--- config.mk ---
export PLATFORM = sky130hd
export DESIGN_NAME = alu_result_buffer
export DESIGN_NICKNAME = d
export VERILOG_FILES = /design/src/rtl/alu_pkg.sv /design/src/rtl/result_ram.sv /design/src/rtl/alu_result_buffer.sv
export SDC_FILE = /design/constraint.sdc
export NUM_CORES = 1
export LEC_CHECK = 0
export CORE_MARGIN = 3
export CORE_UTILIZATION = 35
export DETAILED_ROUTE_END_ITERATION = 10
export SETUP_SLACK_MARGIN = 0.3
export SLEW_MARGIN = 25
export SYNTH_ARGS = -nofsm -noshare
export SYNTH_HDL_FRONTEND = slang
export SYNTH_HIERARCHICAL = 1
export SYNTH_SLANG_ARGS = --single-unit
--- constraint.sdc ---
create_clock -name clock -period 4.2 [get_ports clock]
set_input_delay 0.63 -clock clock [delete_from_list [all_inputs] [get_ports clock]]
set_output_delay 0.63 -clock clock [all_outputs]
set_load 0.02 [all_outputs]
--- src/rtl/alu_pkg.sv ---
// Shared ALU definitions: data/op widths, op-select encodings and the packed
// result entry stored by alu_result_buffer.
package alu_pkg;

  localparam int ALU_DW = 8;
  localparam int ALU_SW = 2;

  localparam logic [ALU_SW-1:0] ALU_OP_0 = 2'b00;
  localparam logic [ALU_SW-1:0] ALU_OP_1 = 2'b01;
  localparam logic [ALU_SW-1:0] ALU_OP_2 = 2'b10;
  localparam logic [ALU_SW-1:0] ALU_OP_3 = 2'b11;

  typedef struct packed {
    logic [ALU_SW-1:0] op;
    logic              cout;
    logic [ALU_DW-1:0] data;
  } alu_entry_t;

  localparam int ALU_EW = $bits(alu_entry_t);

endpackage

--- src/rtl/result_ram.sv ---
// DEPTH x W register array for alu_result_buffer: one synchronous write port,
// one asynchronous read port.
module result_ram
  import alu_pkg::*;
#(
  parameter int W     = ALU_EW,
  parameter int DEPTH = 8,
  parameter int AW    = 3
) (
  input  logic          clock,
  input  logic          i_we,
  input  logic [AW-1:0] i_waddr,
  input  logic [W-1:0]  i_wdata,
  input  logic [AW-1:0] i_raddr,
  output logic [W-1:0]  o_rdata
);

  logic [W-1:0] r_mem [DEPTH];

  // NOTE: no reset on the array; the pointers alone decide which entries are
  // live, and <= keeps the write ordered against every reader of r_mem.
  always_ff @(posedge clock) begin
    if (i_we) r_mem[i_waddr] <= i_wdata;
  end

  assign o_rdata = r_mem[i_raddr];

endmodule

--- src/rtl/alu_result_buffer.sv ---
// FIFO of ALU results {s,cout,f} with valid/ready output and a saturating drop
// counter. Define ALU_RESULT_DEDUP_EN to suppress back-to-back identical pushes.
module alu_result_buffer
  import alu_pkg::*;
#(
  parameter int DW    = ALU_DW,
  parameter int SW    = ALU_SW,
  parameter int DEPTH = 8,
  parameter int AW    = 3
) (
  input  logic          clock,
  input  logic          reset,
  input  logic [DW-1:0] f,
  input  logic          cout,
  input  logic [SW-1:0] s,
  input  logic          in_valid,
  input  logic          out_ready,
  output logic          out_valid,
  output logic [DW-1:0] out_data,
  output logic          out_cout,
  output logic [SW-1:0] out_op,
  output logic [AW:0]   count,
  output logic          full,
  output logic          empty,
  output logic [7:0]    drop_count
);

  localparam int           EW       = SW + 1 + DW;
  localparam logic [AW:0]  CNT_FULL = (AW+1)'(DEPTH);

  if (DEPTH < 2 || (1 << AW) != DEPTH) begin : g_bad_param
    $error("alu_result_buffer: DEPTH must be a power of 2 >= 2 and equal 2**AW");
  end

  logic [AW-1:0] r_rd_ptr;
  logic [AW-1:0] r_wr_ptr;
  logic [AW:0]   r_count;
  logic [7:0]    r_drop_count;

  logic [EW-1:0] w_in_entry;
  logic [EW-1:0] w_rdata;
  logic [AW:0]   w_count_nxt;
  logic          w_pop;
  logic          w_dup;
  logic          w_cand;
  logic          w_push;
  logic          w_drop;

  assign w_in_entry = {s, cout, f};
  assign empty      = (r_count == '0);
  assign full       = (r_count == CNT_FULL);
  assign out_valid  = !empty;
  assign count      = r_count;
  assign drop_count = r_drop_count;

  // A full FIFO still accepts a push when the head leaves in the same cycle.
  assign w_pop  = out_valid && out_ready;
  assign w_cand = in_valid && !w_dup;
  assign w_push = w_cand && (!full || w_pop);
  assign w_drop = w_cand && full && !w_pop;

`ifdef ALU_RESULT_DEDUP_EN
  logic          r_last_vld;
  logic [EW-1:0] r_last_entry;

  assign w_dup = r_last_vld && (w_in_entry == r_last_entry);

  always_ff @(posedge clock or negedge reset) begin
    if (!reset) begin
      r_last_vld   <= 1'b0;
      r_last_entry <= '0;
    end else if (w_push) begin
      r_last_vld   <= 1'b1;
      r_last_entry <= w_in_entry;
    end
  end
`else
  assign w_dup = 1'b0;
`endif

  // NOTE: the default assignment first keeps this block free of latches.
  always_comb begin
    w_count_nxt = r_count;
    if (w_push && !w_pop)      w_count_nxt = r_count + 1'b1;
    else if (w_pop && !w_push) w_count_nxt = r_count - 1'b1;
  end

  always_ff @(posedge clock or negedge reset) begin
    if (!reset) begin
      r_rd_ptr     <= '0;
      r_wr_ptr     <= '0;
      r_count      <= '0;
      r_drop_count <= '0;
    end else begin
      if (w_push) r_wr_ptr <= r_wr_ptr + 1'b1;
      if (w_pop)  r_rd_ptr <= r_rd_ptr + 1'b1;
      r_count <= w_count_nxt;
      if (w_drop && r_drop_count != 8'hFF) r_drop_count <= r_drop_count + 8'd1;
    end
  end

  result_ram #(
    .W     (EW),
    .DEPTH (DEPTH),
    .AW    (AW)
  ) u_ram (
    .clock   (clock),
    .i_we    (w_push),
    .i_waddr (r_wr_ptr),
    .i_wdata (w_in_entry),
    .i_raddr (r_rd_ptr),
    .o_rdata (w_rdata)
  );

  // Uninitialised storage must never leak out while the FIFO is empty.
  assign {out_op, out_cout, out_data} = empty ? '0 : w_rdata;

endmodule

==> reports/qor.csv <==
stage,metric,value,unit
run_status,status,finished clean,
yosys,synthTopCellsByArea,"edfxtp_1 (59%), mux4_1 (13%), dfrtp_1 (10%)",
grt,overflow,0,
grt,grt_pass1_wl,13.2,mm
yosys,synth_warnings,6,
timing,tightest_slew,0.806,ns
setup_path,endpoint_kind,primary output,
yosys,synthArstFlopShare,17.0,%
clock_tree,ctsLongestPathBuffers,2,
yosys,post-synth-top-area-fraction,59.4,%
final_layout,fin_nets,309,
clock_tree,postCtsHoldBufs,0,
grt,grt_pass1_vias,2340,
floorplan,ioPinCount,41,
place,gp_congestion,0.759,
yosys,syn_inst,231,
setup_path,cp_cell_sequence,"buf_4, mux4_1, mux2_2, and2_1, clkdlybuf4s50_1",
min_path,min-delay-path-class,register to register,
floorplan,core,12200,um2
yosys,synth_edf_count,88,
final_layout,regArea,3090,um2
yosys,yosysTopAreaCell,edfxtp_1,
clock_tree,htreeDepth,3,
setup_path,worstPathMaxFanout,24,
power,power.internal,0.00251,W
yosys,yosysUniqueCellTypes,38,
timing,min_period,3.27,ns
yosys,yosys-top-cells-count,"edfxtp_1 (88), mux4_1 (22), dfrtp_1 (18)",
timing,finalSetupTns,0,ns
clock_tree,clkSinkCount,106,
final_layout,multiInputGateArea,1310,um2
power,p_comb_share,37.2,%
final_layout,syn2layout_area_growth,21.5,%
grt,grt_max_degree,25,
yosys,syn_nets,253,
place,placed_area,5110,um2
setup_path,crit_path_start,r_rd_ptr[0]$_DFFE_PN0N_,
place,place_hpwl,5.28,mm
clock_tree,clk-insertion-delay-late,0.33,ns
power,power.leakage,1.91,nW
setup_path,r2r_start,count[0]$_DFFE_PN0P_,
timing,fin_ws,0.933,ns
clock_tree,cts_buffers,9,
yosys,yosysMostFrequentCell,edfxtp_1,
setup_path,start_kind,register,
timing,timing.final.crit_share,77.8,%
timing,rsz0062_at_grt,no,
power,p_per_area,676,nW/um2
clock_tree,cts_resized,0,
timing,setup_viol,0,
final_layout,antennaDiodeCount,0,
setup_path,arrival,2.64,ns
timing,max_slew_margin,46.1,%
yosys,synth.yosys.seq_area_share,69.5,%
place,port_buffers,40,
clock_tree,cts_root_buffer,clkbuf_16,
setup_path,critPathRequiredTime,3.57,ns
floorplan,rows,40,
routing,avgRoutedWirePerCell,18.1,um
yosys,synth-seq-cells,106,
place,post-place-ws,1.18,ns
clock_tree,clkTransAtPathRegs,0.07,ns
routing,ant_nets,0,
yosys,synth_area,4450,um2
routing,post-route-drc-count,0,
timing,whs,0.507,ns
final_layout,final_util,44.3,%
yosys,syn-mean-instance-area,19.3,um2
power,max-vdd-ir-drop,0.479,mV
routing,drt_iter0_markers,101,
setup_path,path_class,register to primary output,
clock_tree,post_cts_buffers,0,
final_layout,drive_gt1_share,15.8,%
yosys,synth_ff_type,edfxtp_1,
final_layout,fill_cells,1126,
floorplan,start_util,36.5,%
grt,grt_antenna_before_repair,0,
routing,wirelength,8.33,mm
grt,grt.total_usage,12.3,%
min_path,worstHoldStart,r_wr_ptr[2]$_DFFE_PN0P_,
routing,via_per_inst,4.96,
clock_tree,cts_tree,done,
final_layout,design_area,5410,um2
setup_path,slowest_stage,mux4_1,
routing,drt_first_pass_iters,4,
setup_path,cpPeakStageDelay,0.65,ns
power,p_sw,0.00114,W
routing,vias,2282,
floorplan,die_w,119,um
timing,hold_violations,0,
power,sequentialPowerShare,40.0,%
timing,fmax,0.306,GHz
timing,slew_violations,0,
floorplan,dieArea,14100,um2
job,max_cap_viol_count,0,
power,p_sw_share,31.3,%
power,power.clock.fraction,22.8,%
timing,final.setup_skew,0.00424,ns
floorplan,die_h,119,um
## cells by family (layout without fill, tap and decap cells)
family | count (synthesis) | after routing | share of synthesized area [%]
flops | 106 | 106 | 69.5
compound gates | 11 | 11 | 1.55
xor+xnor | 9 | 9 | 1.77
mux | 39 | 39 | 17.3
fa+ha+maj | 7 | 7 | 2.14
simple gates | 49 | 49 | 6.61
buf+inv | 10 | 71 | 1.21
## path summary, 6_finish.rpt
kind | end | slack (ns) | depth (start not counted)
setup / recovery | out_op[0] | 0.93 | 5
hold / removal | r_wr_ptr[2]$_DFFE_PN0P_ | 0.51 | 1
setup reg to reg | count[3]$_DFFE_PN0P_ | 1.36 | 9
hold reg to reg | r_wr_ptr[2]$_DFFE_PN0P_ | 0.51 | 1
max in group asynchronous | drop_count[6]$_DFFE_PN0P_ | 2.94 | 1
min in group asynchronous | r_wr_ptr[1]$_DFFE_PN0P_ | 0.76 | 1
## state kept, by name, indices dropped and copies added, names as in the netlist
name         flops
count            4
drop_count       8
r_rd_ptr         3
r_wr_ptr         3
u_ram/r_mem     88
## layer usage
layer	global-route usage [%]	routed length, um	part of all wire (%)
met2	19.5	3950	47
met1	16.6	3900	47
met5	0	0	0
met4	3.77	99	1.2
met3	3.35	383	4.6
## critical path, delay by kind of cell, from the launching register on
family	cells	cell delay [ns]
buffers and inverters	2	0.90
DFF	1	0.32
muxes	2	0.94
and+or+nand+nor	1	0.13
## per-stage QoR
step	cells	total power (W)
floorplan	231	0.00233
global route	460	0.00386
detailed placement	444	0.00287
global placement	444	0.00285
finish	460	0.00366
CTS	460	0.00372
## power by group through the flow
stage          clock (W)  combinational [W]  sequential [W]
2_1_floorplan          0           0.000843         0.00149
3_3_place_gp           0            0.00136         0.00148
3_5_place_dp           0            0.00138         0.00149
4_1_cts         0.000861            0.00139         0.00147
5_1_grt         0.000896            0.00147         0.00149
6_report        0.000832            0.00136         0.00146
## cells in the final DEF, fill, tap and decap left out, types with 4 or more instances in the layout
cell and n:
and2_1 11, dfrtp_1 18, inv_1 4, nor2_1 9, nand2_1 7, edfxtp_1 88
mux4_1 22, xnor2_1 6, buf_4 11, mux2_2 15, clkdlybuf4s50_1 40, ha_1 6
clkbuf_16 9, a21oi_1 5
## cell type report
class / count / area share (%)
Sequential cell: 106 / 57.2
Multi-Input combinational cell: 115 / 24.1
Timing Repair Buffer: 51 / 8.93
Clock buffer: 9 / 4.16
Tap cell: 168 / 3.89
Clock inverter: 7 / 1.41
Inverter: 4 / 0.278
Note: power is estimated with default switching activity, not from simulation.
